File: src/rtl/fetch_unit_pkg.sv
// Shared encodings for the RV32I fetch stage: instruction constants and fetch FSM states.
package fetch_unit_pkg;

  localparam int XLEN = 32;

  localparam logic [XLEN-1:0] NOP_ENC  = 32'h0000_0013;  // addi x0,x0,0
  localparam logic [XLEN-1:0] HALT_ENC = 32'h0000_006F;  // jal x0,0

  typedef enum logic [1:0] {
    FS_RUN    = 2'd0,
    FS_HALTED = 2'd1,
    FS_FAULT  = 2'd2
  } fetch_state_e;

  function automatic logic misaligned(input logic [1:0] lsb);
    return lsb != 2'b00;
  endfunction

endpackage

File: src/rtl/fetch_unit_if_id_reg.sv
// IF/ID pipeline register: load captures a fetched word, flush inserts a bubble,
// neither holds (stall). Flush has priority over load.
module fetch_unit_if_id_reg
  import fetch_unit_pkg::*;
#(
  parameter logic [XLEN-1:0] NOP_INSTR = NOP_ENC
) (
  input  logic            clk,
  input  logic            reset,
  input  logic            load_i,
  input  logic            flush_i,
  input  logic [XLEN-1:0] pc_i,
  input  logic [XLEN-1:0] instr_i,
  output logic [XLEN-1:0] pc_o,
  output logic [XLEN-1:0] pc4_o,
  output logic [XLEN-1:0] instr_o,
  output logic            valid_o
);

  logic [XLEN-1:0] pc_q, pc4_q, instr_q;
  logic            valid_q;

  always_ff @(posedge clk or posedge reset) begin
    if (reset) begin
      pc_q    <= '0;
      pc4_q   <= XLEN'(4);
      instr_q <= NOP_INSTR;
      valid_q <= 1'b0;
    end else if (flush_i) begin
      instr_q <= NOP_INSTR;
      valid_q <= 1'b0;
    end else if (load_i) begin
      pc_q    <= pc_i;
      pc4_q   <= pc_i + XLEN'(4);
      instr_q <= instr_i;
      valid_q <= 1'b1;
    end
  end

  assign pc_o    = pc_q;
  assign pc4_o   = pc4_q;
  assign instr_o = instr_q;
  assign valid_o = valid_q;

endmodule

File: src/rtl/fetch_unit.sv
// Instruction-fetch stage: PC register, next-PC selection and RUN/HALTED/FAULT
// control in front of the IF/ID register.
module fetch_unit
  import fetch_unit_pkg::*;
#(
  parameter logic [XLEN-1:0] RESET_PC    = 32'h0000_0000,
  parameter int unsigned     IMEM_WORDS  = 256,
  parameter bit              HALT_DETECT = 1'b1,
  parameter logic [XLEN-1:0] NOP_INSTR   = NOP_ENC
) (
  input  logic            clk,
  input  logic            reset,
  input  logic            stall,
  input  logic            redirect_valid,
  input  logic [XLEN-1:0] redirect_pc,
  output logic [XLEN-1:0] imem_addr,
  input  logic [XLEN-1:0] imem_instr,
  output logic [XLEN-1:0] if_pc,
  output logic [XLEN-1:0] if_pc4,
  output logic [XLEN-1:0] if_instr,
  output logic            if_valid,
  output logic            halted,
  output logic            fetch_fault
);

  localparam logic [XLEN-1:0] IMEM_LIMIT = XLEN'(IMEM_WORDS);

  fetch_state_e    state_q, state_d;
  logic [XLEN-1:0] pc_q, pc_d;
  logic            load, flush;
  logic            pc_out_of_range;

  assign pc_out_of_range = {2'b00, pc_q[XLEN-1:2]} >= IMEM_LIMIT;

  always_comb begin
    state_d = state_q;
    pc_d    = pc_q;
    load    = 1'b0;
    flush   = 1'b0;
    unique case (state_q)
      FS_RUN: begin
        if (redirect_valid) begin
          flush = 1'b1;
          if (misaligned(redirect_pc[1:0])) state_d = FS_FAULT;
          else                             pc_d    = redirect_pc;
        end else if (pc_out_of_range) begin
          flush   = 1'b1;
          state_d = FS_FAULT;
        end else if (!stall) begin
          load = 1'b1;
          pc_d = pc_q + XLEN'(4);
          if (HALT_DETECT && imem_instr == HALT_ENC) state_d = FS_HALTED;
        end
      end
      // Repeated flush is idempotent, so the bubble lands on the first edge and stays.
      FS_HALTED: flush = 1'b1;
      FS_FAULT:  ;
      default:   state_d = FS_FAULT;
    endcase
  end

  always_ff @(posedge clk or posedge reset) begin
    if (reset) begin
      state_q <= FS_RUN;
      pc_q    <= RESET_PC;
    end else begin
      state_q <= state_d;
      pc_q    <= pc_d;
    end
  end

  fetch_unit_if_id_reg #(
    .NOP_INSTR(NOP_INSTR)
  ) u_if_id (
    .clk    (clk),
    .reset  (reset),
    .load_i (load),
    .flush_i(flush),
    .pc_i   (pc_q),
    .instr_i(imem_instr),
    .pc_o   (if_pc),
    .pc4_o  (if_pc4),
    .instr_o(if_instr),
    .valid_o(if_valid)
  );

  assign imem_addr   = pc_q;
  assign halted      = (state_q == FS_HALTED);
  assign fetch_fault = (state_q == FS_FAULT);

endmodule

File: config.mk
export PLATFORM = sky130hd
export DESIGN_NAME = fetch_unit
export DESIGN_NICKNAME = d
export VERILOG_FILES = /design/src/rtl/fetch_unit_pkg.sv /design/src/rtl/fetch_unit_if_id_reg.sv /design/src/rtl/fetch_unit.sv
export SDC_FILE = /design/constraint.sdc
export NUM_CORES = 1
export LEC_CHECK = 0
export CORE_MARGIN = 8
export CORE_UTILIZATION = 51
export CTS_CLUSTER_DIAMETER = 80
export CTS_CLUSTER_SIZE = 12
export DETAILED_ROUTE_END_ITERATION = 16
export PLACE_DENSITY = 0.87
export SYNTH_ARGS = -nofsm -noshare
export SYNTH_HDL_FRONTEND = slang
export SYNTH_HIERARCHICAL = 1
export SYNTH_SLANG_ARGS = --single-unit
File: constraint.sdc
create_clock -name clk -period 6.2 [get_ports clk]
set_input_delay 0.62 -clock clk [delete_from_list [all_inputs] [get_ports clk]]
set_output_delay 0.62 -clock clk [all_outputs]
set_load 0.005 [all_outputs]
# Word-level counts from Yosys, hierarchy flattened
# Index checks and enable logic that the tools add are counted.
word_totals:
  word_cells: 47
  n_memories: 0
  ramBits: 0
  latchBits: 0
  output_inout_bits: 131
  regBits: 131
  inputBits: 68
  rom_bits: 0
op_classes:
  eq_ne: 9
  reduce_logical: 7
  magnitude_cmp: 1
  n_bitwise: 2
  mul: 0
  n_shift: 0
  n_mux: 21
  div: 0
  add_sub_neg: 1
ops:
  columns: ["op", "n"]
  rows:
  - ["32-bit two-way mux", 6]
  - ["32-bit by 3-bit adder with 32-bit output (second input constant)", 1]
  - ["32-bit by 7-bit == test with 1-bit output (second input constant)", 1]
  - ["30-bit by 9-bit greater-or-equal comparator with 1-bit output (second input constant)", 1]
  - ["2-bit two-way mux", 5]
  - ["1-bit two-way mux", 8]
  - ["4-bit inequality test (second input constant)", 2]
  - ["4-bit AND reduction", 2]
  - ["2-bit inequality test (second input constant)", 2]
  - ["2-bit case mux with 2 select lines", 1]
  - ["2-bit nonzero test", 2]
  - ["3-bit inequality test (second input constant)", 1]
  - ["2-bit by 1-bit == test with 1-bit output (second input constant)", 1]
  - ["2-bit == test (second input constant)", 1]
  - ["2-bit logical NOT", 1]
  - ["2-bit by 1-bit inequality test with 1-bit output (second input constant)", 1]
  - ["1-bit NOT", 2]
  - ["1-bit case mux with 2 select lines", 1]
  - ["2-bit AND reduction", 1]
  - ["2-bit OR reduction", 1]

# Depth between registers and ports, before layout
depth:
  word_depth: 6
  ltp_mapped: 11
  mapped_depth_nobuf: 9

# By module
# The synthesis kept the hierarchy.
modules_own_cells:
  columns: ["mod", "area_each_um2", "cells_each", "seq_area_each_um2", "instances"]
  rows:
  - ["fetch_unit_if_id_reg", 4240.3, 436, 2382.3, 1]
  - ["fetch_unit", 2090.8, 232, 850.8, 1]

# Least setup slack after synthesis
# No wires, ideal clock.
synth_timing:
  path_kind: "input-to-reg"
  from: "input port redirect_valid"
  to: "register u_if_id.pc4_q[27], in the netlist u_if_id/pc4_o[27]"
  required_time_ns: 6.075
  t_arrival_ns: 2.489
  n_path_buf: 1
  setup_time_ns: 0.125
  slack_ns: 3.587
  cell_stages: 9
  path_cell_list: "nor4_1 nand4_1 or2_2 nor2_1 clkbuf_1 nor2b_1 and3_1 nand4_1 mux2_2"
synth_rtl:
  columns: ["item", "line", "text"]
  rows:
  - ["from (decl)", "fetch_unit.sv:14", "input logic redirect_valid,"]
  - ["1-bit two-way mux", "fetch_unit.sv:42", "if (redirect_valid) begin"]
  - ["1-bit two-way mux", "fetch_unit.sv:40", "unique case (state_q)"]
  - ["net load", "fetch_unit.sv:30", "logic load, flush;"]
  - ["2-bit AND reduction (no source line)", null, null]
  - ["to (signal assigned)", "fetch_unit_if_id_reg.sv:34", "pc4_q <= pc_i + XLEN'(4);"]
  - ["to (decl)", "fetch_unit_if_id_reg.sv:20", "logic [XLEN-1:0] pc_q, pc4_q, instr_q;"]
# The timed path passes the listed nets, and every way through them passes these cells.
# A chain may end at the register's enable or synchronous reset.

# Final worst setup path
# Ends and elaborated chain as after synthesis.

==> results.py <==
metrics = {
    "timing": {
        "fmax_mhz": 263,
        "fin_tns_setup_ns": 0,
        "finalHoldViolations": 0,
        "fin_crit_ns": 3.80,
        "slew_viol_final": 0,
        "rsz0062_at_grt": "false",
        "timing.hold.ws_ns": 0.472,
        "finClkSkew_ns": 0.00606,
        "tightestPinTransition_ns": 1.25,
        "relSlewSlack": 0.159,
        "setup_viol_count_final": 0,
        "min_period_over_period": 0.613,
    },
    "drt": {
        "post-route-drc-count": 0,
        "antenna_left": 0,
        "drt-vias-per-instance": 6.04,
        "detail_route.wl_per_cell_um": 20.4,
        "vias": 6246,
        "wl_mm": 21.0,
        "firstDrtPassIters": 6,
        "drt_iter0_markers": 915,
    },
    "yosys": {
        "synthTopCellsByArea": "dfrtp_1 (49%), nand2_1 (7.6%), mux2i_1 (4.9%)",
        "avgSynthCellArea_sq_um": 9.48,
        "synthAdderAreaFrac": 0.0119,
        "synth_cell_types": 64,
        "synth_compound_area_frac": 0.126,
        "ys_warn_count": 6,
        "ys_ff_latch": 129,
        "yosys.area.top_type": "dfrtp_1",
        "ys_seq_area_frac": 0.511,
        "yosys.area_share.simple": 0.241,
        "syn_area_sq_um": 6330,
        "ys_dominant_reg_cell": "dfrtp_1",
        "synth_top_area_share": 0.494,
        "synth_edf_count": 0,
        "muxShareOfSynthArea": 0.0526,
        "synth_nets": 742,
        "synth_top_family_by_area": "simple AND/OR/NAND/NOR gates",
        "syn-instance-count": 668,
        "yosys.area_share.xor_xnor": 0.0180,
        "async_reset_ff_frac": 1.00,
    },
    "layout": {
        "final_common_cell": "clkdlybuf4s50_1",
        "fin_cells": 1034,
        "area_delta_synth_final_pct": 43.0,
        "fill_cells": 827,
        "final_cell_mix": "clkdlybuf4s50_1 (198), nand2_1 (128), dfrtp_1 (125)",
        "final_nets": 928,
        "num_antenna_cells": 0,
        "drive_gt1_frac": 0.0704,
    },
    "worst_setup_path": {
        "start_kind": "input port",
        "critPathBufInv": 4,
        "max_stage_delay_ns": 0.49,
        "path_cells": "clkdlybuf4s50_1 -> buf_4 -> nor4_1 -> nand4_1 -> or2_2 -> nor2_4 -> buf_4 -> nor2b_4 -> buf_4 -> and3_1 -> nand4_1 -> mux2_2",
        "cp.arrival_ns": 4.11,
        "cpMostUsedCell": "buf_4",
        "slowest_stage": "buf_4",
        "path_delay_family": "buffers and inverters",
        "path_max_fanout": 49,
        "worst-setup-path-type": "input port to register",
        "worstPathRequired_ns": 6.51,
        "critPathCaptureType": "register",
    },
    "clock_network": {
        "htreeDepth": 4,
        "cts_buffer_depth": 2,
        "cts.clk_slew.worst_paths_ns": 0.06,
        "cts_hold_buffers": 0,
        "post-cts-setup-buffers": 0,
        "cts_resized": 0,
        "clkSinkCount": 129,
        "clock_tree.root_cell": "clkbuf_16",
        "cts_tree": "done",
        "clock_latency_ns": 0.42,
        "numCtsBuffers": 17,
    },
    "placed_design": {
        "place_hpwl_mm": 14.9,
        "numPortBuffers": 198,
        "place_congestion": 0.895,
        "placed_cells": 1003,
    },
    "power": {
        "peakVddDrop_uv": 158,
        "p_leak_uw": 0.00391,
        "p_per_area_nw_per_um2": 219,
    },
    "global_routing": {
        "grt_start_max_net_pins": 76,
        "grt_pass1_wl_mm": 33.2,
        "grt_use_total": 0.259,
        "overflow": 0,
        "grt_pass1_vias": 6370,
        "antenna_found_initial": 0,
    },
    "die": {
        "start_util": 0.525,
        "dieArea_sq_um": 16200,
        "num_rows": 40,
        "die_h_um": 127,
        "pin_count": 199,
        "die_w_um": 127,
        "coreArea_sq_um": 12100,
    },
    "worst_hold_path": {
        "hold_class": "register to register",
    },
    "job": {
        "maxCapViolCount": 0,
    },
    "status": {
        "status": "complete, no violations",
    },
}
## power by group
part	switching, uW	total [uW]	leakage (uW)	internal [uW]
Combinational	42.3	90.8	0.00184	48.5
Sequential	0	843	0.00177	843
Clock	360	1050	0.000299	689
Total	403	1980	0.00391	1580
## synth_stat cells, types with 5 or more instances
cell,number
inv_1,19
nand2_1,128
o31ai_1,5
or4_1,9
nor4_1,19
nor2b_1,8
o22a_1,17
nor3_1,11
o21ai_0,26
nand3_1,23
a31oi_1,11
nand2b_1,5
dfrtp_1,125
buf_4,6
clkbuf_1,27
mux2i_1,31
a2bb2oi_1,7
ha_1,6
nand4_1,18
a21oi_1,10
nor2_1,68
xnor2_1,10
## layer usage
layer	global-route usage	vias up	wire, um
met5	0	-	0
met4	0.131	0	762
met3	0.105	70	2740
met2	0.427	419	10100
met1	0.285	3002	7420
li1	-	2755	-
## state kept, by name, summed over array words and instances (netlist names)
signal,cells
imem_addr,32
u_if_id/instr_o,32
u_if_id/pc_o,32
u_if_id/pc4_o,30
state_q,2
u_if_id/valid_o,1
## final timing paths
| kind | startpoint | to | slack, ns | cells after the start |
|---|---|---|---|---|
| min reg2reg | u_if_id/pc_o[31] | u_if_id/pc_o[31] | 0.47 | 2 |
| max | redirect_valid | u_if_id/pc4_o[27] | 2.40 | 12 |
| min | u_if_id/pc_o[31] | u_if_id/pc_o[31] | 0.47 | 2 |
| min in group asynchronous | reset | u_if_id/instr_o[10] | 0.59 | 2 |
| max reg2reg | imem_addr[17] | u_if_id/pc4_o[27] | 2.50 | 10 |
| max in group asynchronous | reset | u_if_id/pc_o[31] | 4.45 | 3 |
## cell families after synthesis
family / Yosys count
simple gates: 318
flops: 129
compound gates: 111
buf+inv: 58
mux: 33
xor+xnor: 13
fa+ha+maj: 6
## layout make-up
class	count	area [sq um]	area share
clock inverter	10	159	0.0176
multi-input combinational	481	2880	0.318
tap	168	210	0.0232
clock buffer	21	460	0.0509
sequential	129	3230	0.357
inverter	19	73.8	0.00815
timing repair buffer	206	2040	0.226
## worst reg2reg max path, stage by stage, from the launching register on
cell and delay [ns]:
dfrtp_1 0.55, nor4_1 0.50, nand3_1 0.20, or2_2 0.37
nor2_4 0.10, buf_4 0.49, nor2b_4 0.26, buf_4 0.43
and3_1 0.24, nand4_1 0.10, mux2_2 0.34
## metrics by stage
stage	setup slack, ns	utilization	area, sq um	total power, uW
floorplan	3.11	-	6330	888
global placement	2.19	0.699	8430	946
detailed placement	2.04	0.699	8430	948
CTS	2.49	0.751	9050	2000
global route	2.15	0.751	9050	2040
finish	2.40	0.751	9050	1980
No activity file was read; power rests on OpenSTA's default activity.
